$ cat src/rtl/memory_access_unit_if.sv
// Signal bundle between the memory-access stage, its upstream/downstream stages and data memory.
// master is the memory-access unit itself; slave is everything around it.
interface memory_access_unit_if;
  logic        valid_in;
  logic [31:0] instr_in;
  logic        branch_in;
  logic        branch_ref;
  logic        sel_stall;
  logic [31:0] alu_result;
  logic [31:0] store_data;
  logic        mem_ack;
  logic [31:0] mem_rdata;
  logic        stall_out;
  logic        mem_req;
  logic        mem_we;
  logic [31:0] mem_addr;
  logic [31:0] mem_wdata;
  logic [3:0]  mem_be;
  logic        valid_out;
  logic [31:0] instr_output;
  logic        branch_value;
  logic [31:0] load_data;
  logic        timeout_err;

  modport master (
    input  valid_in, instr_in, branch_in, branch_ref, sel_stall,
           alu_result, store_data, mem_ack, mem_rdata,
    output stall_out, mem_req, mem_we, mem_addr, mem_wdata, mem_be,
           valid_out, instr_output, branch_value, load_data, timeout_err
  );

  modport slave (
    output valid_in, instr_in, branch_in, branch_ref, sel_stall,
           alu_result, store_data, mem_ack, mem_rdata,
    input  stall_out, mem_req, mem_we, mem_addr, mem_wdata, mem_be,
           valid_out, instr_output, branch_value, load_data, timeout_err
  );
endinterface

$ cat src/rtl/memory_access_unit.sv
// Memory-access pipeline stage: owns the LDR/STR data-memory req/ack transaction and
// forwards instruction, branch tag and load data to the memory-wait stage.
module memory_access_unit #(
  parameter int unsigned TIMEOUT_CYCLES = 255,
  parameter logic [31:0] NOP_INSTR      = 32'hE1A00000
) (
  input  logic                 clk,
  input  logic                 rst,
  memory_access_unit_if.master bus
);
  localparam int unsigned CNT_W = (TIMEOUT_CYCLES < 2) ? 1 : $clog2(TIMEOUT_CYCLES);
  localparam logic [CNT_W-1:0] CNT_LAST = CNT_W'(TIMEOUT_CYCLES - 1);

  typedef enum logic [1:0] {IDLE, BUSY, ERR} state_t;
  state_t state, state_nxt;

  function automatic logic [31:0] lane_replicate(input logic [31:0] d, input logic is_byte);
    return is_byte ? {4{d[7:0]}} : d;
  endfunction

  function automatic logic [3:0] byte_enable(input logic [1:0] lo, input logic is_byte);
    return is_byte ? (4'b0001 << lo) : 4'hF;
  endfunction

  function automatic logic [31:0] access_addr(input logic [31:0] a, input logic is_byte);
    return is_byte ? a : {a[31:2], 2'b00};
  endfunction

  function automatic logic [31:0] load_format(input logic [31:0] d, input logic [1:0] lo,
                                              input logic is_byte);
    logic [7:0] b;
    case (lo)
      2'd0:    b = d[7:0];
      2'd1:    b = d[15:8];
      2'd2:    b = d[23:16];
      default: b = d[31:24];
    endcase
    return is_byte ? {24'b0, b} : d;
  endfunction

  logic             req_p0, we_p0, done_p0, byte_p0, branch_p0;
  logic [31:0]      addr_p0, wdata_p0, instr_p0, rdata_p0;
  logic [3:0]       be_p0;
  logic [CNT_W-1:0] cnt_p0;
  logic             vld_p1, branch_p1, err_sticky;
  logic [31:0]      instr_p1, ld_p1;

  logic is_mem, squash, accept, ack_hit, timeout_hit, present;

  assign is_mem      = bus.instr_in[27:26] == 2'b01;
  assign squash      = bus.branch_in != bus.branch_ref;
  assign accept      = (state == IDLE) && bus.valid_in && !bus.sel_stall;
  assign ack_hit     = (state == BUSY) && !done_p0 && bus.mem_ack;
  assign timeout_hit = (state == BUSY) && !done_p0 && !bus.mem_ack && (cnt_p0 == CNT_LAST);
  // An ack taken during a downstream stall is parked in done_p0/rdata_p0 until the stall lifts.
  assign present     = (state == BUSY) && (ack_hit || done_p0) && !bus.sel_stall;

  always_ff @(posedge clk) begin
    if (rst) state <= IDLE;
    else     state <= state_nxt;
  end

  always_comb begin
    state_nxt = state;
    case (state)
      IDLE:    if (accept && is_mem && !squash) state_nxt = BUSY;
      BUSY: begin
        if (present)          state_nxt = IDLE;
        else if (timeout_hit) state_nxt = ERR;
      end
      ERR:     if (!bus.sel_stall) state_nxt = IDLE;
      default: state_nxt = IDLE;
    endcase
  end

  // Stage p0: memory request latched at accept; stage p1: result presented downstream.
  always_ff @(posedge clk) begin
    if (rst) begin
      req_p0     <= 1'b0;
      we_p0      <= 1'b0;
      addr_p0    <= '0;
      wdata_p0   <= '0;
      be_p0      <= '0;
      cnt_p0     <= '0;
      done_p0    <= 1'b0;
      vld_p1     <= 1'b0;
      instr_p1   <= NOP_INSTR;
      branch_p1  <= 1'b0;
      ld_p1      <= '0;
      err_sticky <= 1'b0;
    end else begin
      case (state)
        IDLE: begin
          if (accept) begin
            vld_p1 <= squash || !is_mem;
            if (squash) begin
              instr_p1  <= NOP_INSTR;
              branch_p1 <= bus.branch_in;
            end else if (!is_mem) begin
              instr_p1  <= bus.instr_in;
              branch_p1 <= bus.branch_in;
            end else begin
              req_p0   <= 1'b1;
              we_p0    <= !bus.instr_in[20];
              addr_p0  <= access_addr(bus.alu_result, bus.instr_in[22]);
              wdata_p0 <= lane_replicate(bus.store_data, bus.instr_in[22]);
              be_p0    <= byte_enable(bus.alu_result[1:0], bus.instr_in[22]);
              cnt_p0   <= '0;
              done_p0  <= 1'b0;
            end
          end else if (!bus.sel_stall) begin
            vld_p1 <= 1'b0;
          end
        end
        BUSY: begin
          if (ack_hit || timeout_hit) req_p0 <= 1'b0;
          if (timeout_hit)                       err_sticky <= 1'b1;
          else if (!done_p0 && !bus.mem_ack)     cnt_p0 <= cnt_p0 + 1'b1;
          if (ack_hit && bus.sel_stall)          done_p0 <= 1'b1;
          if (present) begin
            vld_p1    <= 1'b1;
            instr_p1  <= instr_p0;
            branch_p1 <= branch_p0;
            ld_p1     <= we_p0 ? '0 :
                         load_format(done_p0 ? rdata_p0 : bus.mem_rdata, addr_p0[1:0], byte_p0);
            done_p0   <= 1'b0;
          end else if (!bus.sel_stall) begin
            vld_p1 <= 1'b0;
          end
        end
        ERR: begin
          if (!bus.sel_stall) begin
            vld_p1    <= 1'b1;
            instr_p1  <= NOP_INSTR;
            branch_p1 <= branch_p0;
          end
        end
        default: ;
      endcase
    end
  end

  always_ff @(posedge clk) begin
    if (accept) begin
      instr_p0  <= bus.instr_in;
      branch_p0 <= bus.branch_in;
      byte_p0   <= bus.instr_in[22];
    end
    if (ack_hit) rdata_p0 <= bus.mem_rdata;
  end

  assign bus.stall_out    = (state != IDLE) || bus.sel_stall;
  assign bus.mem_req      = req_p0;
  assign bus.mem_we       = we_p0;
  assign bus.mem_addr     = addr_p0;
  assign bus.mem_wdata    = wdata_p0;
  assign bus.mem_be       = be_p0;
  assign bus.valid_out    = vld_p1;
  assign bus.instr_output = instr_p1;
  assign bus.branch_value = branch_p1;
  assign bus.load_data    = ld_p1;
  assign bus.timeout_err  = err_sticky;
endmodule

$ cat src/flat_wrapper.sv
// flat-port wrapper written by rule: the top's interface ports become plain ports
module memory_access_unit_flat 
#(
  parameter int unsigned TIMEOUT_CYCLES = 255,
  parameter logic [31:0] NOP_INSTR      = 32'hE1A00000
)
  (clk, rst, bus_valid_in, bus_instr_in, bus_branch_in, bus_branch_ref, bus_sel_stall, bus_alu_result, bus_store_data, bus_mem_ack, bus_mem_rdata, bus_stall_out, bus_mem_req, bus_mem_we, bus_mem_addr, bus_mem_wdata, bus_mem_be, bus_valid_out, bus_instr_output, bus_branch_value, bus_load_data, bus_timeout_err);
  memory_access_unit_if bus_i ();
  input  logic clk;
  input  logic rst;
  input wire logic [$bits(bus_i.valid_in)-1:0] bus_valid_in;
  input wire logic [$bits(bus_i.instr_in)-1:0] bus_instr_in;
  input wire logic [$bits(bus_i.branch_in)-1:0] bus_branch_in;
  input wire logic [$bits(bus_i.branch_ref)-1:0] bus_branch_ref;
  input wire logic [$bits(bus_i.sel_stall)-1:0] bus_sel_stall;
  input wire logic [$bits(bus_i.alu_result)-1:0] bus_alu_result;
  input wire logic [$bits(bus_i.store_data)-1:0] bus_store_data;
  input wire logic [$bits(bus_i.mem_ack)-1:0] bus_mem_ack;
  input wire logic [$bits(bus_i.mem_rdata)-1:0] bus_mem_rdata;
  output wire logic [$bits(bus_i.stall_out)-1:0] bus_stall_out;
  output wire logic [$bits(bus_i.mem_req)-1:0] bus_mem_req;
  output wire logic [$bits(bus_i.mem_we)-1:0] bus_mem_we;
  output wire logic [$bits(bus_i.mem_addr)-1:0] bus_mem_addr;
  output wire logic [$bits(bus_i.mem_wdata)-1:0] bus_mem_wdata;
  output wire logic [$bits(bus_i.mem_be)-1:0] bus_mem_be;
  output wire logic [$bits(bus_i.valid_out)-1:0] bus_valid_out;
  output wire logic [$bits(bus_i.instr_output)-1:0] bus_instr_output;
  output wire logic [$bits(bus_i.branch_value)-1:0] bus_branch_value;
  output wire logic [$bits(bus_i.load_data)-1:0] bus_load_data;
  output wire logic [$bits(bus_i.timeout_err)-1:0] bus_timeout_err;
  assign bus_i.valid_in = bus_valid_in;
  assign bus_i.instr_in = bus_instr_in;
  assign bus_i.branch_in = bus_branch_in;
  assign bus_i.branch_ref = bus_branch_ref;
  assign bus_i.sel_stall = bus_sel_stall;
  assign bus_i.alu_result = bus_alu_result;
  assign bus_i.store_data = bus_store_data;
  assign bus_i.mem_ack = bus_mem_ack;
  assign bus_i.mem_rdata = bus_mem_rdata;
  assign bus_stall_out = bus_i.stall_out;
  assign bus_mem_req = bus_i.mem_req;
  assign bus_mem_we = bus_i.mem_we;
  assign bus_mem_addr = bus_i.mem_addr;
  assign bus_mem_wdata = bus_i.mem_wdata;
  assign bus_mem_be = bus_i.mem_be;
  assign bus_valid_out = bus_i.valid_out;
  assign bus_instr_output = bus_i.instr_output;
  assign bus_branch_value = bus_i.branch_value;
  assign bus_load_data = bus_i.load_data;
  assign bus_timeout_err = bus_i.timeout_err;
  memory_access_unit #(.TIMEOUT_CYCLES(TIMEOUT_CYCLES), .NOP_INSTR(NOP_INSTR)) u_core (.clk(clk), .rst(rst), .bus(bus_i));
endmodule
$ cat config.mk
export PLATFORM = sky130hd
export DESIGN_NAME = memory_access_unit_flat
export DESIGN_NICKNAME = d
export VERILOG_FILES = /design/src/rtl/memory_access_unit_if.sv /design/src/rtl/memory_access_unit.sv /design/src/flat_wrapper.sv
export SDC_FILE = /design/constraint.sdc
export NUM_CORES = 1
export LEC_CHECK = 0
export CAP_MARGIN = 20
export CORE_MARGIN = 2
export CORE_UTILIZATION = 57
export DETAILED_ROUTE_END_ITERATION = 10
export DONT_BUFFER_PORTS = 1
export PLACE_DENSITY = 0.75
export RECOVER_POWER = 100
export SYNTH_ARGS = -nofsm -noshare
export SYNTH_HDL_FRONTEND = slang
export SYNTH_SLANG_ARGS = --single-unit
export TNS_END_PERCENT = 30
$ cat constraint.sdc
create_clock -name clk -period 2.7 [get_ports clk]
set_input_delay 0.135 -clock clk [delete_from_list [all_inputs] [get_ports clk]]
set_output_delay 0.135 -clock clk [all_outputs]
set_load 0.02 [all_outputs]
# Yosys cells after proc, flatten, opt, wreduce, memory -nomap -nowiden
# Cells that the tools add are included.
[totals] wordCells=121 regBits=214 inputBits=135 output_inout_bits=138
[classes] n_mux=46 n_addsub=1 bitwise_logic=1 reduce_logical=36 shift=1 eq_ne=19
[ops] op="32-bit 2-to-1 mux" count=9
[ops] op="32-bit one-hot mux with 3 select lines" count=1
[ops] op="8-bit 2-to-1 mux" count=5
[ops] op="8-bit one-hot mux with 3 select lines" count=1
[ops] op="1-bit 2-to-1 mux" count=18
[ops] op="8-bit one-hot mux with 2 select lines" count=1
[ops] op="5-bit AND reduction" count=3
[ops] op="1-bit logical AND" count=12
[ops] op="2-bit inequality test (second input constant)" count=6
[ops] op="2-bit 2-to-1 mux" count=5
[ops] op="8-bit by 1-bit adder with 8-bit output (second input constant)" count=1
[ops] op="8-bit equality test (second input constant)" count=1
[ops] op="2-bit by 1-bit equality test with 1-bit output (second input constant)" count=3
[ops] op="1-bit zero test" count=6
[ops] op="2-bit by 1-bit inequality test with 1-bit output (second input constant)" count=3
[ops] op="1-bit one-hot mux with 3 select lines" count=2
[ops] op="2-bit one-hot mux with 3 select lines" count=1
[ops] op="2-bit AND reduction" count=3
[ops] op="6-bit AND reduction" count=1
[ops] op="2-bit equality test (second input constant)" count=2
[ops] op="2-bit zero test" count=2
[ops] op="1-bit logical OR" count=4
[ops] op="4-bit 2-to-1 mux" count=1
[ops] op="1-bit one-hot mux with 2 select lines" count=2
[ops] op="10 further kinds" count=11

# Depth between registers and ports, before layout
# Gate-level depths: netlist of the first run.
[logic_depth] word_depth=8 depth_mapped=9 depth_no_buf=7

# Worst setup path after synthesis of the first run
# Ideal clock, no wire load.
[synth_timing] path_kind="register to register" startpoint="reg u_core.state[1]" endpoint="reg u_core.req_p0, in the netlist u_core.bus.mem_req" setup_ps=116 arrival_time_ps=2540 stages_incl_launch_ff=7 synth_period_minus_slack_ps=2656 path_slack_ps=44 path_buffers=0 required_time_ps=2584 cell_sequence="dfxtp_1 > inv_1 > ha_1 > nand2b_1 > nor2_1 > o21ai_0 > o211a_1"
[synth_between] elab_cells_between_ends=16 cone_classes="eq/ne (5); mux (1); reduce/logical (10)"
[synth_lines] element="from (decl)" line_no="memory_access_unit.sv:15" text="state_t state, state_nxt;"
[synth_lines] element="from (signal assigned)" line_no="memory_access_unit.sv:60" text="else state <= state_nxt;"
[synth_lines] element="2-bit by 1-bit equality test with 1-bit output" line_no="memory_access_unit.sv:53" text="assign ack_hit = (state == BUSY) && !done_p0 && bus.mem_ack;"
[synth_lines] element="1-bit logical AND (2 in a row)" line_no="memory_access_unit.sv:53"
[synth_lines] element="via u_core.ack_hit" line_no="memory_access_unit.sv:48" text="logic is_mem, squash, accept, ack_hit, timeout_hit, present;"
[synth_lines] element="1-bit logical OR" line_no="memory_access_unit.sv:116" text="if (ack_hit || timeout_hit) req_p0 <= 1'b0;"
[synth_lines] element="2-bit inequality test (no source line)"
[synth_lines] element="5-bit AND reduction (no source line)"
[synth_lines] element="to (signal assigned)" line_no="memory_access_unit.sv:79" text="req_p0 <= 1'b0;"
[synth_lines] element="to (signal assigned)" line_no="memory_access_unit.sv:103" text="req_p0 <= 1'b1;"
[synth_lines] element="to (signal assigned)" line_no="memory_access_unit.sv:116"
[synth_lines] element="to (decl)" line_no="memory_access_unit.sv:41" text="logic req_p0, we_p0, done_p0, byte_p0, branch_p0;"
# The timed path passes the listed nets, and every way through them passes these cells.
# A chain may end at the register's enable or synchronous reset.

# Worst setup path in the final report of the first run
[layout_timing] startpoint="reg u_core.state[0]" endpoint="reg u_core.addr_p0[21], in the netlist u_core.bus.mem_addr[21]"
[layout_between] elab_chain_len=4
[layout_rtl] element="2-bit zero test" line_no="memory_access_unit.sv:52" text="assign accept = (state == IDLE) && bus.valid_in && !bus.sel_stall;"
[layout_rtl] element="1-bit logical AND (2 in a row)" line_no="memory_access_unit.sv:52"
[layout_rtl] element="via u_core.accept" line_no="memory_access_unit.sv:48"
[layout_rtl] element="4-bit AND reduction (no source line)"
[layout_rtl] element="to (signal assigned)" line_no="memory_access_unit.sv:105" text="addr_p0 <= access_addr(bus.alu_result, bus.instr_in[22]);"
[layout_rtl] element="to (decl)" line_no="memory_access_unit.sv:42" text="logic [31:0] addr_p0, wdata_p0, instr_p0, rdata_p0;"
# The timed path passes the listed nets, and every way through them passes these cells.

==> key figures, run 1 <==
Synthesis
  • Yosys top cell area share: 32.59%
  • Mux share of post-synthesis cell area: 12.38%
  • Ys Warns: 0
  • Synth unique cells: 59
  • Synth area leader: dfxtp_1
  • Synth Area in Adders: 0.9633%
  • Post-synth top cells: 148 x dfxtp_1, 146 x nand2_1, 81 x mux2i_1, 70 x a21oi_1, 67 x nor2_1
  • Complex-gate fraction of the synthesized area: 14.57%
  • Mean Syn Cell Area: 10.32 um^2
  • Post-Syn Area: 9092 um^2
  • Register area share after synthesis: 54.05%
  • Syn_nets: 1,023
  • FF+latch count, synth: 213
  • Synth Flop Type: dfxtp_1
  • Area contributors post-synth: dfxtp_1 33%, edfxtp_1 21%, mux2i_1 8.9%
  • EDFF count, synth: 65
  • Post-Synth Simple-Gate Area: 13.77%
  • Count leader, synth: dfxtp_1
  • Main combinational cell family by area after synthesis: compound AO/OA/AOI/OAI gates
  • Post-synth ARST share: 0%
  • XOR/XNOR Fraction of Synth Area: 0.2752%
  • Synth Instances: 881

Detailed routing
  • Drt pass-1 iters: 5
  • DR vias: 7,649
  • Vias/cell: 6.219
  • Starting DRT DRC Count: 572
  • Drt drc: 0
  • Routed WL: 26.86 mm
  • Antenna viol nets, final: 0
  • Routed len/inst: 21.84 um

STA
  • Worst-margin pin slew: 1.136 ns
  • Fin crit share: 92.09%
  • Final setup viols: 0
  • Final hold vios: 2
  • RSZ-0062 raised after global routing: false
  • Fin crit period: 2.486 ns
  • Hold WS: -0.01666 ns
  • Highest Clock Rate: 402.2 MHz
  • Worst slew margin: 24.02%
  • Clk_skew: 0.01563 ns
  • Setup TNS: 0 ns
  • Final-report max-slew violation count: 0

Critical path
  • Most frequent CP cell: inv_1
  • Crit-path max FO: 42
  • CP top delay family: buffers and inverters
  • CP max stage delay: 0.45 ns
  • Arrival time at the worst endpoint: 2.84 ns
  • Worst path cell trace: inv_1 > ha_1 > nand3b_1 > inv_1 > buf_4 > nand3_1 > clkbuf_4 > nand2_1 > a21oi_1
  • Startpoint Class: register
  • R2R depth: 9
  • Crit path depth: 9
  • Start-to-end type of the worst setup path: reg2reg
  • WP buf/inv: 4
  • CP max stage cell: buf_4
  • Crit. End Element: register
  • Required time of the critical path: 3.06 ns

GRT
  • Overflow after GRT: 0
  • Largest net degree at the start of global routing: 119
  • Initial antenna violation count: 0
  • Vias in the first global route: 7,547
  • Tot GR Track Use: 30.23%
  • First-pass GRT wire length: 40.26 mm

Final layout
  • Fillers: 1,068
  • Area grow syn2layout: 25.94%
  • Post-route insts no fill: 1,230
  • Nets@finish: 1,140
  • Final Cell Area: 11,450 um^2
  • Fin util: 72.88%
  • Diodes inserted: 0
  • Proportion of layout cells with a drive suffix above 1: 9.073%

Place
  • Dpl cells: 1,043
  • DP Area: 9245 um^2
  • GP Congestion: 0.8776
  • Hpwl dp: 16.09 mm
  • IO buf count: 0

Pwr
  • NetSw: 2.186 mW
  • Power Internal: 6.014 mW
  • Combinational fraction of design power: 14.6%
  • VDD IR max: 0.5903 mV
  • Pwr dens: 716.1 nW/um^2
  • Sw Ratio: 26.66%
  • Cell leakage power: 4.090 nW
  • Clock group share of total power: 39.1%
  • Flop pwr share: 46.2%
  • Tot Pwr: 8.200 mW

CTS
  • Clk root buf: clkbuf_16
  • Worst-path clk slew: 0.06 ns
  • CTS buffer count: 23
  • H-tree levels: 1
  • # clock sinks: 213
  • Clock buffer depth: 3
  • Post-CTS Resized: 0
  • CTS tree: built
  • Clk_lat worst skew: 0.49 ns

Floorplanning
  • Initial core utilization: 57.87%
  • Row cnt: 46
  • Ports: 273
  • Core box area: 15,710 um^2
  • Die W: 130.3 um
  • Die Y-Extent: 130.3 um
  • Die ar.: 16,980 um^2

Job
  • Total of max-cap violations: 0

Status
  • Failing checks: hold timing
  • Status: finished with violations

Worst hold path
  • Hold path depth: 2
  • Worst hold path class: in2reg
-- power groups by stage --
stage / sequential [mW] / clock (mW) / combinational, mW
detailed placement: 3.85 / 0 / 0.948
global placement: 3.84 / 0 / 0.905
global route: 3.81 / 3.40 / 1.28
floorplan: 3.80 / 0 / 0.829
CTS: 3.79 / 3.24 / 1.18
finish: 3.79 / 3.21 / 1.20
-- registers in the layout, summed over array words and instances (netlist names) --
signal                   flops
u_core.bus.instr_output     32
u_core.bus.load_data        32
u_core.bus.mem_addr         32
u_core.bus.mem_wdata        32
u_core.instr_p0             32
u_core.rdata_p0             32
u_core.cnt_p0                8
u_core.bus.mem_be            4
u_core.state                 2
u_core.branch_p0             1
u_core.bus.branch_value      1
u_core.bus.mem_req           1
u_core.bus.mem_we            1
u_core.bus.timeout_err       1
u_core.bus.valid_out         1
u_core.done_p0               1
-- logic make-up after synthesis --
group / count (synthesis)
and+or+nand+nor: 280
DFF: 213
AOI/OAI and AO/OA: 195
muxes: 101
buffers and inverters: 83
adders and majority gates: 7
xor gates and xnor gates: 2
-- layout by cell type (no fill, tap or decap), types with 12 or more instances in the layout --
master / n
dfxtp_1: 147
nand2_1: 146
dlygate4sd3_1: 141
mux2i_1: 81
a21oi_1: 70
nor2_1: 67
edfxtp_1: 65
nor4_1: 26
a211oi_1: 26
o21ai_0: 23
a32o_1: 23
clkbuf_16: 23
buf_4: 13
mux2_2: 12
-- metrics by stage --
stage / hold WS [ns] / worst slack, ns
detailed placement: 0.2235 / 0.3900
global route: -0.03679 / 0.1050
floorplan: 0.2307 / 0.04375
finish: -0.01666 / 0.2135
CTS: 0.001505 / 0.02328
global placement: 0.2172 / 0.5347
-- layer usage --
| metal | GRT usage, % | part of all wire, % | vias to the layer above |
|---|---|---|---|
| li1 | - | - | 3446 |
| met1 | 36.45 | 37 | 3668 |
| met2 | 50.26 | 48 | 454 |
| met3 | 8.897 | 10 | 81 |
| met4 | 13.73 | 4.4 | 0 |
| met5 | 0 | 0 | - |
-- path summary, 6_finish.rpt --
check / start / to / slack, ns
worst max-delay path: u_core.state[0]$_SDFFE_PP0P_ / u_core.bus.mem_addr[21]$_SDFFE_PP0P_ / 0.21
worst min register to register: u_core.cnt_p0[7]$_SDFFE_PP0P_ / u_core.cnt_p0[7]$_SDFFE_PP0P_ / 0.49
worst max register to register: u_core.state[0]$_SDFFE_PP0P_ / u_core.bus.mem_addr[21]$_SDFFE_PP0P_ / 0.21
worst min-delay path: bus_instr_in[22] / u_core.bus.mem_wdata[19]$_SDFFE_PP0P_ / -0.02
-- timing repair --
action | CTS | global route
hold buffers | 140 | 3
setup endpoints to repair | 0 | 2
endpoints found under the hold margin | 197 | 2
setup buffers | 0 | 3
-- layout make-up --
| cell class | instances | area (um^2) | area share [%] |
|---|---|---|---|
| sequential | 213 | 4916 | 42.93 |
| inverter | 9 | 33.78 | 0.2950 |
| tap | 216 | 270.3 | 2.360 |
| clock buffer | 32 | 689.4 | 6.021 |
| clock inverter | 9 | 96.34 | 0.8413 |
| multi-input combinational | 585 | 3822 | 33.38 |
| timing repair buffer | 166 | 1623 | 14.17 |
Power figures use the tool's default switching activity.
==> run 2: changes to the inputs <==
- REMOVE_ABC_BUFFERS: unset -> 1
==> run 2 against run 1 <==
  * The flow now finishes without violations
  * Register-to-register slack lost 0.03 ns
  * Via count shrank 1.2%
  * Largest cell class unchanged
  * Flip-flop and latch count is the same
  * Utilization shrank 0.46 points
  * Die area is the same
  * Combinational power is essentially flat
  * First-iteration DRC count grew 20%
  * Hold slack gained 0.026 ns
  * Sequential power is essentially flat
  * Cell area shrank 0.63%
  * Largest power group unchanged
==> key figures, run 2 (synthesized netlist as in run 1, its figures left out) <==
Status
  • Status: completed

Pwr
  • Pwr dens: 696.8 nW/um^2 (-2.7%)
  • Sw Ratio: 26.96% (+0.30 points)
  • Combinational fraction of design power: 15.2% (+0.6 points)
  • Tot Pwr: 7.929 mW (-3.3%)
  • Cell leakage power: 4.042 nW (-1.2%)
  • NetSw: 2.138 mW (-2.2%)
  • Clock group share of total power: 37.1% (-2.0 points)
  • Power Internal: 5.791 mW (-3.7%)
  • VDD IR max: 0.5854 mV (-0.84%)
  • Flop pwr share: 47.8% (+1.6 points)

Detailed routing
  • Vias/cell: 6.154 (-1.0%)
  • Starting DRT DRC Count: 687 (+20%)
  • Routed len/inst: 21.15 um (-3.2%)
  • DR vias: 7,557 (-1.2%)
  • Routed WL: 25.97 mm (-3.3%)
  • Antenna viol nets, final: 0 (unchanged)
  • Drt drc: 0 (unchanged)
  • Drt pass-1 iters: 5 (unchanged)

CTS
  • CTS tree: built
  • Post-CTS Resized: 0 (unchanged)
  • H-tree levels: 1 (unchanged)
  • Worst-path clk slew: 0.06 ns (about the same)
  • Clk_lat worst skew: 0.50 ns (about the same)
  • Clock buffer depth: 3 (unchanged)
  • # clock sinks: 213 (unchanged)
  • Clk root buf: clkbuf_16
  • CTS buffer count: 22 (-4.3%)

Place
  • Hpwl dp: 15.60 mm (-3.1%)
  • GP Congestion: 0.8988 (+2.4%)
  • Dpl ws: 0.3224 ns (-0.06753 ns)
  • IO buf count: 0 (unchanged)

Critical path
  • CP max stage cell: dlygate4sd3_1
  • Arrival time at the worst endpoint: 2.95 ns (+0.11 ns)
  • CP max stage delay: 0.60 ns (+0.15 ns)
  • Startpoint Class: register
  • Crit-path max FO: 24 (-43%)
  • Start-to-end type of the worst setup path: reg2reg
  • Worst path cell trace: inv_1 > ha_1 > o21ai_2 > buf_4 > nor4_1 > dlygate4sd3_1 > a21oi_1 > nor2_1
  • Crit. End Element: register
  • Required time of the critical path: 3.13 ns (+0.07 ns)

GRT
  • First-pass GRT wire length: 39.17 mm (-2.7%)
  • M3 GR Usage: 9.020% (+0.12 points)
  • GR Util met2: 49.95% (-0.31 points)
  • Gr busiest metal: met2
  • Overflow after GRT: 0 (unchanged)
  • Vias in the first global route: 7,462 (-1.1%)
  • Met1 GRT Util: 34.54% (-1.9 points)
  • Tot GR Track Use: 29.06% (-1.2 points)
  • Initial antenna violation count: 1 (+1)
  • Largest net degree at the start of global routing: 119 (unchanged)

Floorplanning
  • Die W: 130.3 um (unchanged)
  • Die ar.: 16,980 um^2 (unchanged)
  • Die Y-Extent: 130.3 um (unchanged)
  • Core box area: 15,710 um^2 (unchanged)
  • Initial core utilization: 57.87% (unchanged)
  • Ports: 273 (unchanged)
  • Row cnt: 46 (unchanged)

STA
  • Final worst slack: 0.1796 ns (-0.03396 ns)
  • Fin crit share: 93.35% (+1.3 points)
  • Worst-margin pin slew: 0.9050 ns (-0.2309 ns)
  • Final-report max-slew violation count: 0 (unchanged)
  • RSZ-0062 raised after global routing: false
  • Final setup viols: 0 (unchanged)
  • Highest Clock Rate: 396.8 MHz (-1.3%)
  • Clk_skew: 0.007733 ns (-0.007897 ns)
  • Hold WS: 0.009833 ns (+0.02649 ns)
  • Worst slew margin: 39.66% (+16 points)
  • Fin crit period: 2.520 ns (+0.03396 ns)
  • Final hold vios: 0 (-2)

Final layout
  • Diodes inserted: 0 (unchanged)
  • Area grow syn2layout: 25.14%
  • Multi-input gate area: 3826 um^2 (about the same)
  • Nets@finish: 1,138 (-0.18%)
  • Most common cell after layout, fill and taps aside: dfxtp_1
  • Commonest cells after routing, fill and taps aside: 147 x dfxtp_1, 146 x nand2_1, 141 x dlygate4sd3_1, 81 x mux2i_1, 70 x a21oi_1
  • Fillers: 1,047 (-2.0%)
  • Register area: 4916 um^2 (unchanged)
  • Fin util: 72.42% (-0.46 points)
  • Proportion of layout cells with a drive suffix above 1: 8.103% (-0.97 points)

Worst hold path
  • Worst hold path class: in2reg

Job
  • Total of max-cap violations: 0 (unchanged)
-- run 2: changes by cell type in the layout (fill, tap and decap cells not counted), moves of 2 or more --
cell / previous run / this run
bufinv_16: 2 / 0
clkbuf_1: 4 / 14
clkbuf_8: 8 / 4
clkinv_2: 5 / 2
buf_4: 13 / 7
-- run 2: worst paths after layout --
path / start / end / slack, ns / cells after the start
worst max-delay path: u_core.state[1]$_SDFFE_PP0P_ / u_core.bus.load_data[13]$_SDFFE_PP0P_ / 0.18 / 8
worst min-delay path: bus_instr_in[13] / u_core.bus.instr_output[13]$_SDFFE_PP0P_ / 0.01 / 3
worst max register to register: u_core.state[1]$_SDFFE_PP0P_ / u_core.bus.load_data[13]$_SDFFE_PP0P_ / 0.18 / 8
worst min register to register: u_core.cnt_p0[7]$_SDFFE_PP0P_ / u_core.cnt_p0[7]$_SDFFE_PP0P_ / 0.49 / 2
-- run 2: what timing repair did --
action,4_1_cts,5_1_grt
hold buffers,143,0
setup buffers,0,2
endpoints found under the setup margin,0,3
hold endpoints to repair,199,0
-- run 2: stage by stage --
step           std cells  area, um^2  setup TNS, ns
6_report            1228       11380              0
5_1_grt             1228       11380              0
4_1_cts             1225       11390              0
3_5_place_dp        1042        9230              0
3_3_place_gp        1042        9230              0
2_1_floorplan        807        8765        -135.55
-- run 2: power by group through the flow --
| stage | registers, mW | clock network [mW] | logic [mW] |
|---|---|---|---|
| after floorplan | 3.81 | 0 | 0.719 |
| after global placement | 3.84 | 0 | 0.907 |
| after detailed placement | 3.85 | 0 | 0.948 |
| after CTS | 3.78 | 2.97 | 1.18 |
| after global routing | 3.81 | 3.09 | 1.29 |
| final | 3.79 | 2.94 | 1.20 |
-- run 2: metal layers --
| metal | vias up | wire length [um] |
|---|---|---|
| met5 | - | 13 |
| met4 | 2 | 943 |
| met3 | 85 | 2641 |
| met2 | 419 | 12820 |
| met1 | 3596 | 9553 |
| li1 | 3455 | - |
-- run 2: final cells by class --
cell class | count | area share [%]
inverter | 9 | 0.2969
tap | 216 | 2.375
clock inverter | 2 | 0.08797
timing repair buffer | 165 | 14.32
clock buffer | 38 | 6.092
sequential | 213 | 43.20
multi-input combinational | 585 | 33.63
-- run 2: critical path, delay by kind of cell, from the launching register on --
kind	cells	cell delay, ns
adder cells (fa/ha/maj)	1	0.42
buffers and inverters	3	1.00
AND/OR/NAND/NOR	2	0.42
flip-flops	1	0.34
AO/OA/AOI/OAI	2	0.26
==> run 3: changes to the inputs <==
- CORE_ASPECT_RATIO: unset -> 0.6
==> run 3 against run 2 <==
  * The flow now finishes with violations (hold timing)
  * Critical path depth stayed put
  * Clock skew is 0.0069 ns higher
  * Routed wire length is 8.2% higher
  * Clock-buffer cell count is 6 lower
  * Global-route usage is 2.6 points higher
  * Combinational power is 3% higher
  * Critical path type unchanged
  * Largest power group unchanged
  * Highest routed layer is now met4
==> key figures, run 3 (synthesized netlist as in run 1, its figures left out) <==
Final layout
  • Final Cell Area: 11,400 um^2 (+0.19%)
  • Diodes inserted: 0 (unchanged)
  • Area grow syn2layout: 25.38%
  • Most common cell after layout, fill and taps aside: dlygate4sd3_1
  • Proportion of layout cells with a drive suffix above 1: 8.292% (+0.19 points)
  • Commonest cells after routing, fill and taps aside: 148 x dlygate4sd3_1, 147 x dfxtp_1, 146 x nand2_1, 81 x mux2i_1, 70 x a21oi_1
  • Fillers: 990 (-5.4%)
  • Multi-input gate area: 3840 um^2 (+0.36%)
  • Register area: 4916 um^2 (unchanged)
  • Post-route insts no fill: 1,216 (-0.98%)
  • Nets@finish: 1,141 (+0.26%)

Floorplanning
  • Initial core utilization: 58.82% (+0.95 points)
  • Ports: 273 (unchanged)
  • Die Y-Extent: 101.8 um (-22%)
  • Row cnt: 35 (-24%)
  • Die W: 167.1 um (+28%)
  • Core box area: 15,460 um^2 (-1.6%)
  • Die ar.: 17,010 um^2 (+0.19%)

Place
  • GP Congestion: 0.9004 (+0.18%)
  • IO buf count: 0 (unchanged)
  • DP Area: 9186 um^2 (-0.47%)
  • Dpl cells: 1,027 (-1.4%)
  • Hpwl dp: 16.54 mm (+6.0%)
  • Dpl ws: 0.3058 ns (-0.01661 ns)

Detailed routing
  • Routed len/inst: 23.11 um (+9.3%)
  • Drt pass-1 iters: 5 (unchanged)
  • Drt drc: 0 (unchanged)
  • DR vias: 7,808 (+3.3%)
  • Routed WL: 28.11 mm (+8.2%)
  • Starting DRT DRC Count: 804 (+17%)
  • Antenna viol nets, final: 0 (unchanged)
  • Vias/cell: 6.421 (+4.3%)

STA
  • Hold WS: -0.002279 ns (-0.01211 ns)
  • Fin crit period: 2.482 ns (-0.03870 ns)
  • Final-report max-slew violation count: 0 (unchanged)
  • Final setup viols: 0 (unchanged)
  • Clk_skew: 0.01467 ns (+0.006936 ns)
  • Highest Clock Rate: 402.9 MHz (+1.6%)
  • RSZ-0062 raised after global routing: false
  • Final hold vios: 1 (+1)
  • Worst-margin pin slew: 0.9696 ns (+0.06453 ns)
  • Worst slew margin: 35.36% (-4.3 points)
  • Final worst slack: 0.2183 ns (+0.03870 ns)
  • Fin crit share: 91.92% (-1.4 points)

Status
  • Failing checks: hold timing
  • Status: finished with violations

Worst hold path
  • Worst hold path class: in2reg
  • Worst Hold Launch: bus_instr_in[26]

GRT
  • First-pass GRT wire length: 42.77 mm (+9.2%)
  • Initial antenna violation count: 0 (-1)
  • Overflow after GRT: 0 (unchanged)
  • Largest net degree at the start of global routing: 120 (+0.84%)
  • Vias in the first global route: 7,900 (+5.9%)
  • Tot GR Track Use: 31.63% (+2.6 points)

Critical path
  • Startpoint Class: register
  • Reg2reg start: u_core.state[0]$_SDFFE_PP0P_
  • Crit-path max FO: 49 (+100%)
  • Required time of the critical path: 3.14 ns (about the same)
  • Start-to-end type of the worst setup path: reg2reg
  • Arrival time at the worst endpoint: 2.92 ns (-0.03 ns)
  • Critical path origin: u_core.state[0]$_SDFFE_PP0P_
  • Crit. End Element: register

CTS
  • # clock sinks: 213 (unchanged)
  • CTS buffer count: 20 (-9.1%)
  • H-tree levels: 1 (unchanged)
  • Clk_lat worst skew: 0.49 ns (about the same)
  • Clk root buf: clkbuf_16
  • Worst-path clk slew: 0.07 ns (about the same)
  • CTS tree: built
  • Clock buffer depth: 3 (unchanged)

Pwr
  • VDD IR max: 0.5830 mV (-0.40%)
  • Pwr dens: 698.0 nW/um^2 (+0.17%)
  • Cell leakage power: 4.070 nW (+0.69%)

Job
  • Total of max-cap violations: 0 (unchanged)
[run 3: changes by cell type in the layout (fill, tap and decap cells not counted), sizes merged]
cell	before	now
clkbuf	50	40
clkinv	3	5
buf	12	14
dlygate4sd3	141	148
[run 3: repair_timing]
action | in CTS | in global routing
buffers inserted | 0 | 1
hold endpoints to repair | 198 | 0
setup endpoints to repair | 0 | 2
hold buffers | 149 | 0
resized for setup | 0 | 1
[run 3: metal layers]
metal  GRT usage (%)  routed length, um  vias up
li1                -                  -     3448
met4           12.20               1017        0
met5               0                  0        -
met2           53.62              13600      516
met3           9.760               3050       96
met1           38.66              10440     3748
[run 3: power by group]
group	switching (mW)	total, mW	internal (mW)
clock	1.25	2.94	1.69
sequential	0.257	3.78	3.52
combinational	0.701	1.24	0.538
[run 3: stage by stage]
stage	power [mW]	utilization (%)	hold slack [ns]	TNS, ns
CTS	7.923	73.67	0.0001843	0
floorplan	4.532	-	0.2041	-135.55
finish	7.958	73.74	-0.002279	0
global placement	4.753	59.43	0.2179	0
global route	8.200	73.74	0.003583	0
detailed placement	4.805	59.43	0.2186	0
[run 3: layout make-up]
cell class | instances | area share, %
Inverter | 9 | 0.2963
Sequential cell | 213 | 43.12
Tap cell | 203 | 2.228
Clock buffer | 32 | 5.773
Clock inverter | 4 | 0.3073
Multi-Input combinational cell | 585 | 33.68
Timing Repair Buffer | 170 | 14.59
[run 3: worst max-delay path: stages, from the launching register on]
cell and delay [ns]:
dfxtp_1 0.34, inv_1 0.12, ha_1 0.24, nand3b_1 0.19
nor3_4 0.22, buf_6 0.38, nor2_1 0.08, a311oi_1 0.27
dlygate4sd3_1 0.58
[run 3: final timing paths]
kind         slack [ns]  cells past startpoint                                  endpoint
min              -0.002                      3  u_core.bus.instr_output[26]$_SDFFE_PP0P_
max                0.22                      8         u_core.bus.mem_be[3]$_SDFFE_PP0P_
max reg2reg        0.22                      8         u_core.bus.mem_be[3]$_SDFFE_PP0P_
min reg2reg        0.49                      2             u_core.cnt_p0[7]$_SDFFE_PP0P_
